--- config.mk ---
export PLATFORM = sky130hd
export DESIGN_NAME = flash_uart_tx
export DESIGN_NICKNAME = d
export VERILOG_FILES = /design/src/rtl/flash_uart_tx.sv
export SDC_FILE = /design/constraint.sdc
export NUM_CORES = 2
export LEC_CHECK = 0
export ABC_AREA = 1
export CORE_ASPECT_RATIO = 0.9
export CORE_MARGIN = 3
export CORE_UTILIZATION = 40
export CTS_BUF_LIST = sky130_fd_sc_hd__clkbuf_4
export CTS_CLUSTER_DIAMETER = 100
export CTS_CLUSTER_SIZE = 30
export DETAILED_ROUTE_END_ITERATION = 16
export SLEW_MARGIN = 20
export SYNTH_ARGS = -nofsm -noshare
export SYNTH_HDL_FRONTEND = slang
export SYNTH_SLANG_ARGS = --single-unit
export TNS_END_PERCENT = 10
--- constraint.sdc ---
create_clock -name sys_clk -period 4.7 [get_ports sys_clk]
set_input_delay 0.705 -clock sys_clk [delete_from_list [all_inputs] [get_ports sys_clk]]
set_output_delay 0.705 -clock sys_clk [all_outputs]
set_load 0.005 [all_outputs]
--- src/rtl/flash_uart_tx.sv ---
// flash_uart_tx
//   Buffers bytes from the SPI-flash read stream in a circular FIFO and
//   sends each one as an 8N1 UART frame. Queued bytes go out back to back
//   with no idle gap. Bytes written while the FIFO is full are dropped, and
//   the drop is latched in 'overflow'.
// Ports
//   sys_clk    : system clock, rising edge
//   sys_rst_n  : asynchronous active-low reset
//   pi_data    : byte to send, qualified by pi_flag
//   pi_flag    : one-cycle write strobe (one byte per high cycle)
//   tx         : UART line, idle high, registered
//   fifo_full  : registered, stored count == FIFO_DEPTH
//   overflow   : sticky drop indicator, cleared only by reset
//   busy       : frame on the line or FIFO non-empty
module flash_uart_tx #(
  parameter int CLK_FREQ   = 50_000_000,
  parameter int UART_BPS   = 9600,
  parameter int FIFO_DEPTH = 256,
  parameter int ADDR_W     = 8
) (
  input  logic       sys_clk,
  input  logic       sys_rst_n,
  input  logic [7:0] pi_data,
  input  logic       pi_flag,
  output logic       tx,
  output logic       fifo_full,
  output logic       overflow,
  output logic       busy
);

  localparam int BAUD_CNT_MAX = CLK_FREQ / UART_BPS;
  localparam int BAUD_W       = $clog2(BAUD_CNT_MAX);
  localparam logic [BAUD_W-1:0] BAUD_LAST = BAUD_W'(BAUD_CNT_MAX - 1);
  localparam logic [ADDR_W:0]   CNT_FULL  = (ADDR_W+1)'(FIFO_DEPTH);

  typedef enum logic [1:0] {IDLE, START, DATA, STOP} state_t;

  state_t            state;
  logic [7:0]        mem [FIFO_DEPTH];
  logic [ADDR_W-1:0] wr_ptr, rd_ptr;
  logic [ADDR_W:0]   count, cnt_nxt;
  logic [BAUD_W-1:0] baud_cnt;
  logic [2:0]        bit_idx;
  logic [7:0]        shreg;

  logic baud_last, frame_end, wr_en, pop, fsm_idle_nxt, busy_nxt;

  always_comb begin
    baud_last = (baud_cnt == BAUD_LAST);
    frame_end = (state == STOP) && baud_last;
    // Full is judged from the registered flag, so a same-edge pop never
    // rescues a byte arriving into a full FIFO.
    wr_en     = pi_flag && !fifo_full;
    // Pop uses the registered count: a byte written into an empty FIFO is
    // only visible to the transmitter on the following edge.
    pop       = (count != '0) && ((state == IDLE) || frame_end);
    cnt_nxt   = count;
    case ({wr_en, pop})
      2'b10:   cnt_nxt = count + 1'b1;
      2'b01:   cnt_nxt = count - 1'b1;
      default: cnt_nxt = count;
    endcase
    fsm_idle_nxt = ((state == IDLE) || frame_end) && !pop;
    busy_nxt     = (cnt_nxt != '0) || !fsm_idle_nxt;
  end

  // Storage carries no reset: an empty FIFO after reset is defined by the
  // pointers and count alone.
  always_ff @(posedge sys_clk) begin
    if (wr_en) mem[wr_ptr] <= pi_data;
  end

  always_ff @(posedge sys_clk or negedge sys_rst_n) begin
    if (!sys_rst_n) begin
      state     <= IDLE;
      wr_ptr    <= '0;
      rd_ptr    <= '0;
      count     <= '0;
      baud_cnt  <= '0;
      bit_idx   <= '0;
      shreg     <= '0;
      tx        <= 1'b1;
      fifo_full <= 1'b0;
      overflow  <= 1'b0;
      busy      <= 1'b0;
    end else begin
      if (wr_en) wr_ptr <= wr_ptr + 1'b1;
      if (pop) begin
        rd_ptr <= rd_ptr + 1'b1;
        shreg  <= mem[rd_ptr];
      end
      if (pi_flag && fifo_full) overflow <= 1'b1;
      count     <= cnt_nxt;
      fifo_full <= (cnt_nxt == CNT_FULL);
      busy      <= busy_nxt;

      // Every state leaves on baud_last, where the counter wraps to 0, so
      // the wrap doubles as the clear on state entry.
      baud_cnt <= baud_last ? '0 : baud_cnt + 1'b1;

      case (state)
        IDLE: begin
          tx       <= 1'b1;
          baud_cnt <= '0;
          if (pop) begin
            state <= START;
            tx    <= 1'b0;
          end
        end
        START: begin
          if (baud_last) begin
            state   <= DATA;
            bit_idx <= '0;
            tx      <= shreg[0];
          end
        end
        DATA: begin
          if (baud_last) begin
            if (bit_idx == 3'd7) begin
              state <= STOP;
              tx    <= 1'b1;
            end else begin
              bit_idx <= bit_idx + 1'b1;
              tx      <= shreg[bit_idx + 3'd1];
            end
          end
        end
        STOP: begin
          if (baud_last) begin
            // Chain straight into the next start bit when data is waiting.
            if (pop) begin
              state <= START;
              tx    <= 1'b0;
            end else begin
              state <= IDLE;
            end
          end
        end
        default: state <= IDLE;
      endcase
    end
  end

endmodule
# Word-level counts from Yosys, hierarchy flattened
# Memory sizes are Yosys's and may differ from the RTL's. A register that Yosys moved wholly into a read port is not among the register bits.
# Cells that the tools add are included.
# word_totals
reg_bits	47
ramBits	2048
inputBits	11
out_inout_bits	4
wordCells	76
mem_count	1
# memory_table
memory	words	word_bits	rd	rd_ports_with_merged_regs	write_ports	line_no	source
mem	256	8	1	1	1	39	logic [7:0] mem [FIFO_DEPTH];
# classes
n_addsub	6
magnitude_cmp	1
eq_ne	15
muxes	25
reduce_logical	18
# op_table
cell	n
13-bit 2-to-1 mux	2
9-bit one-hot mux with 2 select lines	1
9-bit nonzero test	2
8-bit by 1-bit adder with 8-bit output, second input constant	2
2-bit != test, second input constant	7
13-bit by 1-bit adder with 13-bit output, second input constant	1
13-bit == test, second input constant	1
1-bit 2-to-1 mux	10
2-bit 2-to-1 mux	5
9-bit by 1-bit adder with 9-bit output, second input constant	1
9-bit == test, second input constant	1
3-bit 2-to-1 mux	3
9-bit by 1-bit subtractor with 9-bit output, second input constant	1
2-bit one-hot mux with 4 select lines	1
4-bit AND reduction	2
2-bit == test, second input constant	3
3-bit one-hot mux with 2 select lines	1
1-bit logical AND	5
5-bit AND reduction	1
2-bit by 1-bit == test with 1-bit output, second input constant	2
1-bit zero test	4
3-bit by 4-bit less-than comparator with 1-bit output, second input constant	1
1-bit one-hot mux with 4 select lines	1
3-bit by 1-bit adder with 3-bit output, second input constant	1
other kinds (5)	6

# Depth between registers and ports, before layout
# depth
depth_word	8
depth_mapped	25
depth_no_buf	24

# Worst setup path after synthesis
# No wires, ideal clock.
# synth_timing
kind	register to register
start	register baud_cnt[0]
end	register fifo_full
setup_ns	0.072
t_arrival_ns	3.183
required_time_ns	4.628
setup_slack_ns	1.445
path_stages_with_launch	26
n_path_buf	1
period_less_slack_ns	3.255
cell_sequence	dfrtp_1 ha_1 nand2_1 inv_1 nand3_1 nor2_1 nand2_1 nand2_1 nand3_1 inv_1 buf_2 ha_1 inv_1 fa_1 inv_1 nand3_1 nand2_1 nand2_1 nand2_1 a21oi_1 xor2_1 nand2_1 nand2_1 nor2_1 nand3_1 nor2_1
# synth_between
elab_chain_len	7
elab_cells_between_ends	8
cone_classes	4 x eq/ne; 1 x mux; 3 x reduce/logical
# synth_rtl
item	line_no	source
start: declaration	42	logic [BAUD_W-1:0] baud_cnt;
start signal: assignment	99	baud_cnt <= baud_last ? '0 : baud_cnt + 1'b1;
13-bit == test (*)	49	baud_last = (baud_cnt == BAUD_LAST);
1-bit logical AND (*)	50	frame_end = (state == STOP) && baud_last;
1-bit logical OR (*)	56	pop = (count != '0) && ((state == IDLE) || frame_end);
1-bit logical AND (*)	56	
2-bit by 1-bit == test with 1-bit output / 2-bit == test (equally long branches)	58	case ({wr_en, pop})
9-bit one-hot mux with 2 select lines (*)	58	
named net cnt_nxt[6]	41	logic [ADDR_W:0] count, cnt_nxt;
9-bit == test (*)	94	fifo_full <= (cnt_nxt == CNT_FULL);
end signal: assignment	94	
end: declaration	26	output logic fifo_full,
# The timed path passes the listed nets; every way through them passes the cells marked *.
# A chain may end at the register's enable or synchronous reset.

==> impl_metrics.env <==
export IMPL_outcome="completed"
export IMPL_required_ns=5.98
export IMPL_cts_tree="done"
export IMPL_drc=0
export IMPL_ys_seq_area_frac=0.715
export IMPL_num_vias=57100
export IMPL_hold_viol=0
export IMPL_finalSetupViolations=0
export IMPL_dieHeight_um=451
export IMPL_max_slew_margin=0.210
export IMPL_cts_resized=0
export IMPL_boundaryPins=15
export IMPL_pwr_share_seq=0.461
export IMPL_r2r_end="shreg[1]"
export IMPL_max_cap_viol_count=0
export IMPL_cts_inserted_buffers=80
export IMPL_rrSetupSlack_ns=0.95
export IMPL_cp_end_kind="register"
export IMPL_p_comb_frac=0.405
export IMPL_ys_ff_latch=2103
export IMPL_crit_path_start_kind="register"
export IMPL_drt_iter0_markers=7376
export IMPL_synth_nets=7904
export IMPL_wl_per_cell_um=22.6
export IMPL_viasPerCell=5.40
export IMPL_numClockSinks=2103
export IMPL_syn_area_um2=87900
export IMPL_ys_types=41
export IMPL_fin_util=0.423
export IMPL_grt_max_degree=187
export IMPL_drtAntennaViolNets=0
export IMPL_wl_met1_um=104000
export IMPL_slew_viol_final=0
export IMPL_synth_top_cell_by_area="edfxtp_1"
export IMPL_rsz0062_at_grt="false"
export IMPL_clkTransAtPathRegs_ns=0.30
export IMPL_powerDensity_nw_per_um2=504
export IMPL_post_route_period_util=0.798
export IMPL_cp_max_fo=119
export IMPL_synth_edf_count=2048
export IMPL_portBuffers=14
export IMPL_grt_pass1_wl_um=353000
export IMPL_worstRegToRegCells=14
export IMPL_cts_setup_buffers=0
export IMPL_async_flop_share=0.0262
export IMPL_ir_drop_v=0.000669
export IMPL_arrival_ns=5.03
export IMPL_dieWidth_um=500
export IMPL_routed_top_layer="met4"
export IMPL_synth_top_area_frac=0.700
export IMPL_finalSetupTns_ns=0
export IMPL_wl_met3_um=20500
export IMPL_switching_share=0.423
export IMPL_hold_slack_ns=0.495
export IMPL_grt_pass1_vias=54300
export IMPL_power_share_clock=0.134
export IMPL_skew_ns=0.152
export IMPL_dieArea_um2=225000
export IMPL_crit_type="reg -> reg"
export IMPL_hold_end="baud_cnt[0]"
export IMPL_synthTopCellsByArea="edfxtp_1 70%, nand2_1 11%, nand3_1 6.0%"
export IMPL_synth_most_common_cell="nand2_1"
export IMPL_grtUsageTotal=0.207
export IMPL_whs_path_depth=1
export IMPL_drt_first_pass_iters=6
export IMPL_cts_htree_levels=3
export IMPL_fin_nets=7707
export IMPL_route_met2_wl_um=109000
export IMPL_reg2reg_from="rd_ptr[0]"
export IMPL_p_switching_mw=19.6
export IMPL_antenna_found_initial=7
export IMPL_gr_total_overflow=0
export IMPL_min_period_ns=3.75
export IMPL_insertion_delay_ns=1.32
export IMPL_worstMarginPinSlew_ns=1.18
export IMPL_row_count=162
export IMPL_avgSynthCellArea_um2=11.2
export IMPL_initial_core_util=0.404
export IMPL_layout_drive_gt1_share=0.0395
export IMPL_core_um2=217000
export IMPL_cts_max_path_buffers=3
export IMPL_yosysWarningCount=0
export IMPL_clock_fmax_ghz=0.267
export IMPL_p_leak_nw=33.3
export IMPL_syn_inst=7871
export IMPL_cts_hold_buf=12
export IMPL_wirelength_um=239000
export IMPL_hold_class="reg -> reg"
export IMPL_min_from="baud_cnt[0]"
export IMPL_ys_flop_type="edfxtp_1"
export IMPL_gp_congestion=0.888
export IMPL_synth_common_cells="2,619 x nand2_1, 2,048 x edfxtp_1, 1,057 x nand3_1, 627 x nor2_1, 386 x inv_1"
export IMPL_p_int_mw=26.7
export IMPL_hpwl_um=140000
export IMPL_clockRootBuffer="clkbuf_4"
export IMPL_syn2layout_area_growth_pct=4.69
[final cells by class]
type | instances | area (µm²)
Antenna cell | 9 | 22.5
Clock buffer | 100 | 751
Clock inverter | 5 | 63.8
Fill cell | 20400 | 125000
Inverter | 397 | 1520
Multi-Input combinational cell | 4903 | 21300
Sequential cell | 2103 | 62900
Tap cell | 2870 | 3590
Timing Repair Buffer | 189 | 1930
[placed cells by master, fill, tap and decap left out, types with 6 or more instances in the layout]
cell              n
a21oi_1         173
clkbuf_4        100
nor2_1          626
inv_1           386
o22ai_1           6
or2_2             8
buf_8             8
buf_12           33
nor3_1           19
o21ai_0         145
nand2_1        2616
dfrtp_1          50
dlygate4sd3_1    12
buf_4           130
xor2_1           18
edfxtp_1       2048
a21boi_0         64
nand3_1        1057
o211ai_1        109
diode_2           9
ha_1             21
[stage by stage]
step | setup slack, ns | cell area (µm²) | std cells | power (mW)
2_1_floorplan | 1.45 | 87900 | 7871 | 33.5
3_3_place_gp | 0.792 | 91100 | 10500 | 40.2
3_5_place_dp | 0.784 | 91100 | 10500 | 40.3
4_1_cts | 1.08 | 92000 | 10600 | 46.3
5_1_grt | 0.735 | 92000 | 10600 | 48.9
6_report | 0.951 | 92000 | 10600 | 46.4
[worst max path at each step]
stage	start	endpoint	slack [ns]	depth (start not counted)
after floorplan	baud_cnt[0]	fifo_full	1.45	25
after global placement	pi_flag	fifo_full	0.79	17
after detailed placement	pi_flag	mem[59][2]	0.78	9
after CTS	rd_ptr[0]	shreg[4]	1.08	14
after global routing	rd_ptr[0]	shreg[1]	0.74	14
final	rd_ptr[0]	shreg[1]	0.95	14
[flip-flops by register name, indices dropped and copies added (netlist names)]
register   cells
wr_ptr         8
busy           1
count          9
baud_cnt      13
bit_idx        3
overflow       1
mem         2048
state          2
tx             1
rd_ptr         8
fifo_full      1
shreg          8
[metal layers]
layer | vias up | GRT usage
met5 | - | 0
met3 | 236 | 0.0351
li1 | 26300 | -
met1 | 28300 | 0.302
met2 | 2254 | 0.326
met4 | 0 | 0.0424
[logic make-up (layout without fill, tap and decap cells)]
family	count (synthesis)	count (layout)	share of synthesized area
fa+ha+maj	22	22	0.00322
flops	2103	2103	0.715
simple gates	4349	4349	0.202
xor+xnor	19	19	0.00189
other cells	0	9	0
compound gates	511	511	0.0344
mux	2	2	0.000228
buf+inv	865	691	0.0431
[power by group through the flow]
stage	clock, mW	combinational (mW)	sequential (mW)
floorplan	0	12.1	21.5
global placement	0	18.4	21.8
detailed placement	0	18.5	21.8
CTS	6.37	18.6	21.4
global route	6.97	20.5	21.4
finish	6.23	18.8	21.4
[critical path: stages (launching register included)]
cell and delay [ns]:
dfrtp_4 0.72, inv_8 0.59, buf_12 0.49, nand2_1 0.10
nand3_1 0.10, nand3_1 0.20, o211ai_1 0.18, nand3_1 0.25
nand2_1 0.28, nand2_1 0.10, nand2_1 0.08, nand3_1 0.24
nand2_1 0.14, nand2_1 0.05, nand2_1 0.05
(Power assumes the default switching activity.)
